## src/rtl/dmem_arb_pkg.sv

```systemverilog
// Shared types and default widths for the data-memory port arbiter.
package dmem_arb_pkg;

    localparam int DMEM_DATA_W = 32;
    localparam int DMEM_ADDR_W = 9;
    localparam int WAIT_W      = 4;

    typedef enum logic [1:0] {
        OWN_NONE = 2'd0,
        OWN_CORE = 2'd1,
        OWN_EXT  = 2'd2
    } owner_e;

    typedef struct packed {
        logic                   we;
        logic [DMEM_ADDR_W-1:0] addr;
        logic [DMEM_DATA_W-1:0] wdata;
    } dmem_req_t;

endpackage

```

## src/rtl/dmem_arb_grant.sv

```systemverilog
// Combinational winner select for the data-memory port.
// DMEM_ARB_RR_EN selects round-robin contention resolution instead of fixed core priority.
module dmem_arb_grant
    import dmem_arb_pkg::*;
#(
    parameter int MAX_WAIT = 4
) (
    input  logic              enable,
    input  logic              core_valid,
    input  logic              ext_valid,
    input  logic [WAIT_W-1:0] wait_cnt,
`ifdef DMEM_ARB_RR_EN
    input  owner_e            last_grant,
`endif
    output owner_e            winner
);

    localparam logic [WAIT_W-1:0] WAIT_MAX = WAIT_W'(MAX_WAIT);

    always_comb begin
        winner = OWN_NONE;
        if (enable) begin
            if (core_valid && ext_valid) begin
                // Starvation escape overrides the normal tie-break
                if (wait_cnt == WAIT_MAX) begin
                    winner = OWN_EXT;
                end else begin
`ifdef DMEM_ARB_RR_EN
                    winner = (last_grant == OWN_CORE) ? OWN_EXT : OWN_CORE;
`else
                    winner = OWN_CORE;
`endif
                end
            end else if (core_valid) begin
                winner = OWN_CORE;
            end else if (ext_valid) begin
                winner = OWN_EXT;
            end
        end
    end

endmodule

```

## src/rtl/dmem_port_arbiter.sv

```systemverilog
// Shares the single-port data memory between the MEM stage and an external requester.
// Define DMEM_ARB_RR_EN for round-robin contention; default is core priority with ext starvation escape.
module dmem_port_arbiter
    import dmem_arb_pkg::*;
#(
    parameter int DATA_W   = DMEM_DATA_W,
    parameter int ADDR_W   = DMEM_ADDR_W,
    parameter int MAX_WAIT = 4
) (
    input  logic              clk,
    input  logic              reset,
    input  logic              core_req_valid,
    input  logic              core_req_we,
    input  logic [ADDR_W-1:0] core_req_addr,
    input  logic [DATA_W-1:0] core_req_wdata,
    output logic              core_req_ready,
    output logic              core_stall,
    output logic              core_rsp_valid,
    output logic [DATA_W-1:0] core_rsp_rdata,
    input  logic              ext_req_valid,
    input  logic              ext_req_we,
    input  logic [ADDR_W-1:0] ext_req_addr,
    input  logic [DATA_W-1:0] ext_req_wdata,
    output logic              ext_req_ready,
    output logic              ext_rsp_valid,
    output logic [DATA_W-1:0] ext_rsp_rdata,
    output logic              mem_wr,
    output logic              mem_rd,
    output logic [ADDR_W-1:0] mem_addr,
    output logic [DATA_W-1:0] mem_wdata,
    input  logic [DATA_W-1:0] mem_rdata
);

    localparam logic [WAIT_W-1:0] WAIT_MAX = WAIT_W'(MAX_WAIT);

    owner_e            winner;
    owner_e            rsp_owner_p1;
    logic [WAIT_W-1:0] wait_cnt;
    logic              accept;
    dmem_req_t         core_req;
    dmem_req_t         ext_req;
    dmem_req_t         win_req;

`ifdef DMEM_ARB_RR_EN
    owner_e last_grant;
`endif

    // Grants are suppressed while reset is asserted so every output reads 0
    dmem_arb_grant #(.MAX_WAIT(MAX_WAIT)) u_grant (
        .enable     (reset),
        .core_valid (core_req_valid),
        .ext_valid  (ext_req_valid),
        .wait_cnt   (wait_cnt),
`ifdef DMEM_ARB_RR_EN
        .last_grant (last_grant),
`endif
        .winner     (winner)
    );

    assign core_req = '{we: core_req_we, addr: core_req_addr, wdata: core_req_wdata};
    assign ext_req  = '{we: ext_req_we,  addr: ext_req_addr,  wdata: ext_req_wdata};
    assign win_req  = (winner == OWN_EXT) ? ext_req : core_req;

    assign core_req_ready = (winner == OWN_CORE);
    assign ext_req_ready  = (winner == OWN_EXT);
    assign core_stall     = reset & core_req_valid & ~core_req_ready;
    assign accept         = (winner != OWN_NONE);

    assign mem_wr    = accept &  win_req.we;
    assign mem_rd    = accept & ~win_req.we;
    assign mem_addr  = accept ? win_req.addr  : '0;
    assign mem_wdata = accept ? win_req.wdata : '0;

    assign core_rsp_valid = (rsp_owner_p1 == OWN_CORE);
    assign ext_rsp_valid  = (rsp_owner_p1 == OWN_EXT);
    assign core_rsp_rdata = core_rsp_valid ? mem_rdata : '0;
    assign ext_rsp_rdata  = ext_rsp_valid  ? mem_rdata : '0;

    // Stage p1: read owner for the data returning next cycle; ext starvation count
    always_ff @(posedge clk or negedge reset) begin
        if (!reset) begin
            rsp_owner_p1 <= OWN_NONE;
            wait_cnt     <= '0;
        end else begin
            rsp_owner_p1 <= mem_rd ? winner : OWN_NONE;
            if (ext_req_valid && !ext_req_ready) begin
                wait_cnt <= (wait_cnt == WAIT_MAX) ? wait_cnt : wait_cnt + 1'b1;
            end else begin
                wait_cnt <= '0;
            end
        end
    end

`ifdef DMEM_ARB_RR_EN
    always_ff @(posedge clk or negedge reset) begin
        if (!reset) begin
            last_grant <= OWN_EXT;
        end else if (core_req_valid && ext_req_valid) begin
            last_grant <= winner;
        end
    end
`endif

endmodule

```

## config.mk

```make
export PLATFORM = sky130hd
export DESIGN_NAME = dmem_port_arbiter
export DESIGN_NICKNAME = d
export VERILOG_FILES = /design/src/rtl/dmem_arb_pkg.sv /design/src/rtl/dmem_arb_grant.sv /design/src/rtl/dmem_port_arbiter.sv
export SDC_FILE = /design/constraint.sdc
export NUM_CORES = 1
export LEC_CHECK = 0
export ABC_AREA = 0
export ABC_CLOCK_PERIOD_IN_PS = 1700
export BUFFER_PORTS_ARGS = -buffer_cell sky130_fd_sc_hd__buf_2
export CORE_AREA = 8 8 85 87
export CTS_BUF_LIST = sky130_fd_sc_hd__clkbuf_16
export DETAILED_ROUTE_END_ITERATION = 16
export DIE_AREA = 0 0 93 95
export PLACE_DENSITY = 0.65
export SYNTH_ARGS = -nofsm -noshare
export SYNTH_HDL_FRONTEND = slang
export SYNTH_SLANG_ARGS = --single-unit
export TNS_END_PERCENT = 50
```

## constraint.sdc

```tcl
create_clock -name clk -period 1.7 [get_ports clk]
set_input_delay 0.17 -clock clk [delete_from_list [all_inputs] [get_ports clk]]
set_output_delay 0.17 -clock clk [all_outputs]
set_load 0.05 [all_outputs]
```

==> impl_metrics.xml, run 1 <==
<?xml version="1.0" encoding="UTF-8"?>
<metrics>
  <group name="yosys">
    <metric name="register_area_share_after_synthesis" unit="">0.118</metric>
    <metric name="yosys.area_share.simple" unit="">0.405</metric>
    <metric name="yosys_register_bits" unit="">6</metric>
    <metric name="ys_types" unit="">21</metric>
    <metric name="post_synth.cell_area_avg" unit="um2">7.97</metric>
    <metric name="postSynthCellCount" unit="">160</metric>
    <metric name="synthesis.nets" unit="">282</metric>
    <metric name="synthXorXnorAreaFrac" unit="">0.0137</metric>
    <metric name="synth_top_family_by_area" unit="">simple AND/OR/NAND/NOR gates</metric>
    <metric name="ys.warnings.count" unit="">0</metric>
    <metric name="synth-compound-area-share" unit="">0.343</metric>
    <metric name="adder_and_majority_gate_portion_of_the_synthesized_area" unit="">0.0196</metric>
    <metric name="synth_area" unit="um2">1270</metric>
    <metric name="synth.area.mux_share" unit="">0</metric>
  </group>
  <group name="route">
    <metric name="drtAntennaViolNets" unit="">0</metric>
    <metric name="drt_iter0_drc" unit="">33</metric>
    <metric name="drtPass1Iterations" unit="">4</metric>
    <metric name="route.detailed.wl_per_inst" unit="um">17.5</metric>
    <metric name="post_drt_via_cell_ratio" unit="">4.57</metric>
    <metric name="detail_route.drc_violations" unit="">0</metric>
    <metric name="postRouteWirelength" unit="mm">8.36</metric>
    <metric name="route.vias.total" unit="">2183</metric>
  </group>
  <group name="floorplanning">
    <metric name="initial_core_utilization" unit="">0.219</metric>
    <metric name="row_count" unit="">28</metric>
    <metric name="die_width" unit="um">93</metric>
    <metric name="die_height" unit="um">95</metric>
    <metric name="die_area" unit="um2">8840</metric>
    <metric name="num_io_pins" unit="">232</metric>
    <metric name="core_region_area" unit="um2">5820</metric>
  </group>
  <group name="global_routing">
    <metric name="grt_pass1_wl" unit="mm">12.2</metric>
    <metric name="number_of_global_route_vias_before_repair" unit="">2402</metric>
    <metric name="overflow" unit="">0</metric>
    <metric name="number_of_antenna_violations_at_the_first_check_in_global_routing" unit="">0</metric>
    <metric name="grtUsageTotal" unit="">0.170</metric>
    <metric name="maximum_number_of_pins_on_one_net_before_global_route_repair" unit="">34</metric>
  </group>
  <group name="sta">
    <metric name="final.period_utilization" unit="">1.17</metric>
    <metric name="finalHoldViolations" unit="">0</metric>
    <metric name="achievable-frequency" unit="GHz">0.504</metric>
    <metric name="finalHoldWorstSlack" unit="ns">0.233</metric>
    <metric name="maxSlewViolCount" unit="">0</metric>
    <metric name="slew-limit-headroom" unit="">0.827</metric>
    <metric name="max_slew.worst_pin.slew" unit="ns">0.262</metric>
    <metric name="worst_slack" unit="ns">-0.283</metric>
    <metric name="finClkSkew" unit="ns">0.00303</metric>
    <metric name="finalSetupViolCount" unit="">44</metric>
    <metric name="timing.final.crit_period" unit="ns">1.98</metric>
    <metric name="grt_setup_unrepaired" unit="">true</metric>
  </group>
  <group name="critical_path">
    <metric name="worst-endpoint-required" unit="ns">1.53</metric>
    <metric name="cp_top_family" unit="">buffers and inverters</metric>
    <metric name="critical_path_peak_fanout" unit="">8</metric>
    <metric name="path_cells" unit="">inv_2 &gt; ha_4 &gt; and3b_2 &gt; a21oi_4 &gt; buf_6 &gt; buf_12 &gt; a22o_1 &gt; buf_6</metric>
    <metric name="crit-reg2reg-capture" unit="">wait_cnt[0]</metric>
    <metric name="critPathCaptureType" unit="">output pin</metric>
    <metric name="critPathKind" unit="">reg2out</metric>
    <metric name="critical_path_cell_with_the_highest_stage_delay" unit="">sky130_fd_sc_hd__dfrtp_1</metric>
    <metric name="regToRegSetupSlack" unit="ns">0.26</metric>
    <metric name="setup.worst_path.start_class" unit="">flop</metric>
    <metric name="path_common_cell" unit="">sky130_fd_sc_hd__buf_6</metric>
    <metric name="data_arrival_time_of_the_worst_path" unit="ns">1.81</metric>
    <metric name="r2r.worst_path.cells" unit="">6</metric>
    <metric name="cp.buffers_inverters" unit="">4</metric>
    <metric name="critical_path.reg2reg.startpoint" unit="">wait_cnt[0]</metric>
    <metric name="cpPeakStageDelay" unit="ns">0.36</metric>
  </group>
  <group name="status">
    <metric name="run_status" unit="">finished with violations</metric>
    <metric name="failed_checks" unit="">setup timing</metric>
  </group>
  <group name="power_and_ir_drop">
    <metric name="switching_power_share_of_the_total" unit="">0.432</metric>
    <metric name="fin_total_pwr" unit="uW">1620</metric>
    <metric name="power_frac_clock" unit="">0.236</metric>
    <metric name="combinationalPowerShare" unit="">0.668</metric>
    <metric name="power_switching" unit="uW">701</metric>
    <metric name="intPower" unit="uW">923</metric>
    <metric name="max-vdd-ir-drop" unit="uV">309</metric>
    <metric name="seq_power_share" unit="">0.096</metric>
    <metric name="p_per_area" unit="nW/um2">467</metric>
    <metric name="lkg_pwr" unit="uW">0.00205</metric>
  </group>
  <group name="hold_path">
    <metric name="holdCritStartpoint" unit="">ext_req_we</metric>
    <metric name="hold_path_class" unit="">in2reg</metric>
    <metric name="worstHoldPathCells" unit="">3</metric>
    <metric name="hold_path_end" unit="">rsp_owner_p1[1]</metric>
  </group>
  <group name="place">
    <metric name="place.gp.congestion" unit="">0.819</metric>
    <metric name="hpwl" unit="mm">6.78</metric>
    <metric name="io_buffers" unit="">231</metric>
    <metric name="post-place-cells" unit="">466</metric>
    <metric name="placed_area" unit="um2">2810</metric>
  </group>
  <group name="layout">
    <metric name="final_net_count" unit="">527</metric>
    <metric name="final_design_area_no_fill" unit="um2">3480</metric>
    <metric name="synthToLayoutAreaGrowth" unit="%">173</metric>
    <metric name="antenna_cells_inserted" unit="">0</metric>
    <metric name="layout.cells.non_filler" unit="">478</metric>
    <metric name="layout-drive-gt1-share" unit="">0.747</metric>
    <metric name="utilization_after_layout" unit="">0.598</metric>
  </group>
  <group name="clock_tree">
    <metric name="clockBufferDepth" unit="">2</metric>
    <metric name="cts.clk_slew.worst_paths" unit="ns">0.03</metric>
    <metric name="cts_num_sinks" unit="">6</metric>
    <metric name="clk_latency" unit="ns">0.23</metric>
    <metric name="cts_inserted_buffers" unit="">3</metric>
    <metric name="cts_tree" unit="">yes</metric>
    <metric name="clk_root_buffer_cell" unit="">sky130_fd_sc_hd__clkbuf_16</metric>
    <metric name="h-tree-depth" unit="">1</metric>
  </group>
  <group name="flow_run">
    <metric name="max_cap_viol_count" unit="">0</metric>
  </group>
</metrics>
[worst max-delay path by stage]
stage / from / endpoint / slack (ns) / cells past startpoint
5_1_grt: wait_cnt[0] / mem_addr[8] / -0.34 / 8
3_5_place_dp: wait_cnt[0] / mem_wdata[5] / -0.14 / 7
6_report: wait_cnt[0] / mem_addr[0] / -0.28 / 8
3_3_place_gp: wait_cnt[0] / mem_wdata[6] / -0.11 / 7
2_1_floorplan: rsp_owner_p1[0] / ext_rsp_rdata[22] / -0.16 / 3
4_1_cts: wait_cnt[1] / mem_wdata[31] / -0.30 / 8
[sequential cells by signal, summed over array words and instances, names as in the netlist]
name and count:
wait_cnt 4, rsp_owner_p1 2
[cell type report]
| type | count | area, um2 |
|---|---|---|
| fillers | 488 | 2340 |
| multi-input cells | 136 | 1310 |
| repair buffers | 254 | 1830 |
| inverters | 4 | 15.0 |
| flip-flops and latches | 6 | 150 |
| well taps | 75 | 93.8 |
| clock buffers | 3 | 75.1 |
[cells in the final DEF (no fill, tap or decap), types with 2 or more instances in the layout]
cell	n
sky130_fd_sc_hd__a21boi_0	2
sky130_fd_sc_hd__a21oi_4	2
sky130_fd_sc_hd__a22o_1	5
sky130_fd_sc_hd__a22o_2	4
sky130_fd_sc_hd__a22o_4	34
sky130_fd_sc_hd__and2_1	66
sky130_fd_sc_hd__buf_12	4
sky130_fd_sc_hd__buf_16	3
sky130_fd_sc_hd__buf_2	185
sky130_fd_sc_hd__buf_4	10
sky130_fd_sc_hd__buf_6	29
sky130_fd_sc_hd__buf_8	20
sky130_fd_sc_hd__clkbuf_16	4
sky130_fd_sc_hd__dfrtp_1	6
sky130_fd_sc_hd__inv_1	2
sky130_fd_sc_hd__inv_2	2
sky130_fd_sc_hd__nand2_1	3
sky130_fd_sc_hd__nand3_1	5
sky130_fd_sc_hd__nor2_1	2
sky130_fd_sc_hd__nor2b_1	2
sky130_fd_sc_hd__or3_1	2
sky130_fd_sc_hd__xor2_1	2
[power by group through the flow]
stage | Sequential, uW | Clock, uW | Combinational [uW]
global route | 156 | 396 | 1130
CTS | 155 | 391 | 1070
finish | 155 | 384 | 1080
floorplan | 157 | 0 | 601
global placement | 155 | 0 | 878
detailed placement | 156 | 0 | 889
[logic make-up after synthesis]
| family | after synthesis |
|---|---|
| AOI/OAI and AO/OA | 49 |
| xor gates and xnor gates | 2 |
| adders and majority gates | 2 |
| buffers and inverters | 18 |
| and+or+nand+nor | 83 |
| DFF | 6 |
[tightest hold or removal path, cell delays in order]
cell and delay, ns:
sky130_fd_sc_hd__buf_2 0.09, sky130_fd_sc_hd__inv_1 0.04, sky130_fd_sc_hd__and2_1 0.12
[metrics by stage]
step / setup TNS (ns) / worst slack (ns)
finish: -10.93 / -0.283
global route: -13.28 / -0.335
CTS: -11.75 / -0.295
detailed placement: -4.45 / -0.145
global placement: -3.37 / -0.106
floorplan: -2.32 / -0.162
[synth_stat cells, drive strengths merged]
| cell | instances | share of area |
|---|---|---|
| and3b | 1 | 0.0069 |
| buf | 8 | 0.071 |
| a22o | 43 | 0.30 |
| nand2 | 3 | 0.0088 |
| ha | 2 | 0.020 |
| and2 | 66 | 0.32 |
| or3 | 2 | 0.0098 |
| nand3 | 5 | 0.020 |
| dfrtp | 6 | 0.12 |
| nand3b | 1 | 0.016 |
| nand2b | 1 | 0.0049 |
| o21ai | 1 | 0.0039 |
| clkbuf | 6 | 0.018 |
| nor2b | 2 | 0.0098 |
| inv | 4 | 0.012 |
| a21oi | 3 | 0.029 |
| a21boi | 2 | 0.012 |
| nor2 | 2 | 0.0059 |
| xor2 | 2 | 0.014 |
[timing repair]
action,4_1_cts,5_1_grt
endpoints found under the setup margin,45,46
buffers inserted,4,1
hold endpoints to repair,6,0
resized for setup,119,14
hold buffers,1,0
pin swaps,6,7
gates cloned,3,1
[metal layers]
| metal | up-vias | global-route usage | routed length [um] |
|---|---|---|---|
| met5 | - | 0 | 0 |
| met4 | 0 | 0.0483 | 108 |
| met3 | 9 | 0.0992 | 1350 |
| met2 | 149 | 0.342 | 4500 |
| met1 | 969 | 0.134 | 2400 |
| li1 | 1056 | - | - |
No activity file was read; power rests on OpenSTA's default activity.
==> run 2: changes to the inputs <==
Settings changed: BUFFER_PORTS_ARGS -buffer_cell sky130_fd_sc_hd__buf_2 to not set, CORE_AREA 8 8 85 87 to 8 8 83 85, DIE_AREA 0 0 93 95 to 0 0 91 93, DONT_BUFFER_PORTS set to 1, PLACE_DENSITY 0.65 to 0.32.
==> run 2 against run 1 <==
Effect of this change: the flow still finishes with violations (setup timing); critical endpoint is now mem_wdata[14]; power is 11% lower; highest routed layer unchanged; global-route usage is 0.087 points lower; worst hold slack lost 0.19 ns; maximum frequency is essentially flat.
==> impl_metrics.xml, run 2 (same netlist as run 1, synthesis figures left out) <==
<?xml version="1.0" encoding="UTF-8"?>
<metrics>
  <group name="layout">
    <metric name="layout-drive-gt1-share" unit="">0.618</metric>
    <metric name="antenna_cells_inserted" unit="">0</metric>
    <metric name="largest_registers_ranked_by_flip_flop_count" unit="">wait_cnt x4, rsp_owner_p1 x2</metric>
    <metric name="layout.cells.non_filler" unit="">326</metric>
    <metric name="final_net_count" unit="">375</metric>
    <metric name="mostFrequentLayoutCells" unit="">sky130_fd_sc_hd__and2_1, sky130_fd_sc_hd__buf_4, sky130_fd_sc_hd__buf_12</metric>
    <metric name="synthToLayoutAreaGrowth" unit="%">147</metric>
    <metric name="layout_commonest_cell" unit="">sky130_fd_sc_hd__and2_1</metric>
    <metric name="number_of_flip_flops_in_the_largest_register" unit="">4</metric>
    <metric name="final_design_area_no_fill" unit="um2">3150</metric>
    <metric name="regMostFlops" unit="">wait_cnt</metric>
    <metric name="layout.filler_cells" unit="">471</metric>
  </group>
  <group name="status">
    <metric name="failed_checks" unit="">setup timing</metric>
    <metric name="run_status" unit="">finished with violations</metric>
  </group>
  <group name="global_routing">
    <metric name="number_of_global_route_vias_before_repair" unit="">1838</metric>
    <metric name="overflow" unit="">0</metric>
    <metric name="grt_pass1_wl" unit="mm">11.5</metric>
    <metric name="number_of_antenna_violations_at_the_first_check_in_global_routing" unit="">0</metric>
    <metric name="grtUsageTotal" unit="">0.169</metric>
    <metric name="maximum_number_of_pins_on_one_net_before_global_route_repair" unit="">34</metric>
  </group>
  <group name="clock_tree">
    <metric name="clk_latency" unit="ns">0.23</metric>
    <metric name="h-tree-depth" unit="">1</metric>
    <metric name="cts_inserted_buffers" unit="">3</metric>
    <metric name="cts_num_sinks" unit="">6</metric>
    <metric name="clockBufferDepth" unit="">2</metric>
    <metric name="cts.clk_slew.worst_paths" unit="ns">0.04</metric>
    <metric name="cts_tree" unit="">yes</metric>
    <metric name="clk_root_buffer_cell" unit="">sky130_fd_sc_hd__clkbuf_16</metric>
  </group>
  <group name="sta">
    <metric name="finalHoldViolations" unit="">0</metric>
    <metric name="timing.final.crit_period" unit="ns">1.98</metric>
    <metric name="finClkSkew" unit="ns">0.00442</metric>
    <metric name="achievable-frequency" unit="GHz">0.504</metric>
    <metric name="totalNegativeSetupSlack" unit="ns">-10.47</metric>
    <metric name="finalSetupViolCount" unit="">45</metric>
    <metric name="worst_slack" unit="ns">-0.285</metric>
    <metric name="final.period_utilization" unit="">1.17</metric>
    <metric name="maxSlewViolCount" unit="">0</metric>
    <metric name="max_slew.worst_pin.slew" unit="ns">0.287</metric>
    <metric name="grt_setup_unrepaired" unit="">true</metric>
    <metric name="slew-limit-headroom" unit="">0.808</metric>
  </group>
  <group name="power_and_ir_drop">
    <metric name="lkg_pwr" unit="uW">0.00151</metric>
    <metric name="switching_power_share_of_the_total" unit="">0.430</metric>
    <metric name="fin_total_pwr" unit="uW">1440</metric>
    <metric name="intPower" unit="uW">820</metric>
    <metric name="max-vdd-ir-drop" unit="uV">390</metric>
    <metric name="p_per_area" unit="nW/um2">457</metric>
    <metric name="power_switching" unit="uW">618</metric>
    <metric name="combinationalPowerShare" unit="">0.631</metric>
    <metric name="seq_power_share" unit="">0.108</metric>
    <metric name="power_frac_clock" unit="">0.261</metric>
  </group>
  <group name="floorplanning">
    <metric name="die_height" unit="um">93</metric>
    <metric name="core_region_area" unit="um2">5680</metric>
    <metric name="initial_core_utilization" unit="">0.225</metric>
    <metric name="die_area" unit="um2">8460</metric>
    <metric name="row_count" unit="">28</metric>
    <metric name="die_width" unit="um">91</metric>
    <metric name="num_io_pins" unit="">232</metric>
  </group>
  <group name="hold_path">
    <metric name="hold_path_end" unit="">wait_cnt[2]</metric>
    <metric name="worstHoldPathCells" unit="">1</metric>
    <metric name="hold_path_class" unit="">in2reg</metric>
    <metric name="holdCritStartpoint" unit="">reset</metric>
  </group>
  <group name="critical_path">
    <metric name="setup.worst_path.start_class" unit="">flop</metric>
    <metric name="critical_path_cell_with_the_highest_stage_delay" unit="">sky130_fd_sc_hd__dfrtp_1</metric>
    <metric name="data_arrival_time_of_the_worst_path" unit="ns">1.81</metric>
    <metric name="cpPeakStageDelay" unit="ns">0.38</metric>
    <metric name="regToRegSetupSlack" unit="ns">0.15</metric>
    <metric name="r2r.worst_path.cells" unit="">7</metric>
    <metric name="path_cells" unit="">inv_2 &gt; ha_4 &gt; buf_4 &gt; nand3b_4 &gt; a21oi_4 &gt; bufbuf_16 &gt; a22o_4</metric>
    <metric name="critPathCaptureType" unit="">output pin</metric>
    <metric name="critPathKind" unit="">reg2out</metric>
    <metric name="critical_path_peak_fanout" unit="">18</metric>
    <metric name="worst-endpoint-required" unit="ns">1.53</metric>
    <metric name="crit-reg2reg-capture" unit="">wait_cnt[0]</metric>
    <metric name="critical_path.reg2reg.startpoint" unit="">wait_cnt[1]</metric>
  </group>
  <group name="flow_run">
    <metric name="max_cap_viol_count" unit="">0</metric>
  </group>
  <group name="route">
    <metric name="detail_route.drc_violations" unit="">0</metric>
    <metric name="route.detailed.wl_per_inst" unit="um">24.3</metric>
    <metric name="route.vias.total" unit="">1634</metric>
    <metric name="drtAntennaViolNets" unit="">0</metric>
    <metric name="drtPass1Iterations" unit="">4</metric>
    <metric name="drt_iter0_drc" unit="">41</metric>
    <metric name="post_drt_via_cell_ratio" unit="">5.01</metric>
    <metric name="postRouteWirelength" unit="mm">7.93</metric>
  </group>
  <group name="place">
    <metric name="io_buffers" unit="">0</metric>
    <metric name="placed_area" unit="um2">2650</metric>
    <metric name="dp_worst_setup_slack" unit="ns">-0.0801</metric>
    <metric name="place.gp.congestion" unit="">0.773</metric>
    <metric name="hpwl" unit="mm">6.51</metric>
    <metric name="post-place-cells" unit="">306</metric>
  </group>
</metrics>
-- run 2: what timing repair did --
| action | 4_1_cts | 5_1_grt |
|---|---|---|
| pin swaps | 14 | 7 |
| hold endpoints to repair | 6 | 0 |
| gates resized for setup | 27 | 8 |
| gates cloned | 6 | 0 |
| hold buffers | 1 | 0 |
| endpoints found under the setup margin | 45 | 47 |
| setup buffers | 13 | 1 |
-- run 2: power by group through the flow --
stage | logic, uW | registers, uW | clock network (uW)
after floorplan | 601 | 157 | 0
after global placement | 776 | 156 | 0
after detailed placement | 784 | 157 | 0
after CTS | 925 | 156 | 377
after global routing | 940 | 157 | 399
final | 907 | 156 | 375
-- run 2: worst max-delay path: cells and delay by family (launching register included) --
family | cells | cell delay (ns)
buffers and inverters | 3 | 0.54
adder cells (fa/ha/maj) | 1 | 0.13
AND/OR/NAND/NOR | 1 | 0.09
flip-flops | 1 | 0.38
AO/OA/AOI/OAI | 2 | 0.45
-- run 2: area by class of cell --
class                           instances  area, um2  area share
Inverter                                4       15.0     0.00477
Sequential cell                         6        150      0.0477
Clock buffer                            3       75.1      0.0238
Tap cell                               75       93.8      0.0298
Timing Repair Buffer                  102       1440       0.456
Multi-Input combinational cell        136       1380       0.438
-- run 2: per-layer routing --
layer | part of all wire | track usage | vias up | routed length (um)
met5 | 0 | 0 | - | 0
met4 | 0.0087 | 0.0300 | 0 | 69
met3 | 0.12 | 0.0785 | 4 | 923
met2 | 0.53 | 0.317 | 134 | 4210
met1 | 0.34 | 0.169 | 744 | 2720
li1 | - | - | 752 | -
-- run 2: how the worst max path moves through the flow --
| stage | startpoint | to | slack (ns) | cells after the start |
|---|---|---|---|---|
| global route | wait_cnt[1] | mem_addr[0] | -0.37 | 8 |
| floorplan | rsp_owner_p1[0] | ext_rsp_rdata[22] | -0.16 | 3 |
| detailed placement | wait_cnt[0] | mem_wr | -0.08 | 7 |
| CTS | wait_cnt[1] | mem_wdata[26] | -0.30 | 8 |
| finish | wait_cnt[1] | mem_wdata[14] | -0.28 | 7 |
| global placement | wait_cnt[0] | mem_rd | -0.02 | 7 |
-- run 2: through the flow --
step | util | hold slack (ns)
3_3_place_gp | 0.467 | -0.125
6_report | 0.555 | 0.0410
2_1_floorplan | - | -0.126
4_1_cts | 0.561 | 0.0423
5_1_grt | 0.555 | 0.0361
3_5_place_dp | 0.467 | -0.125
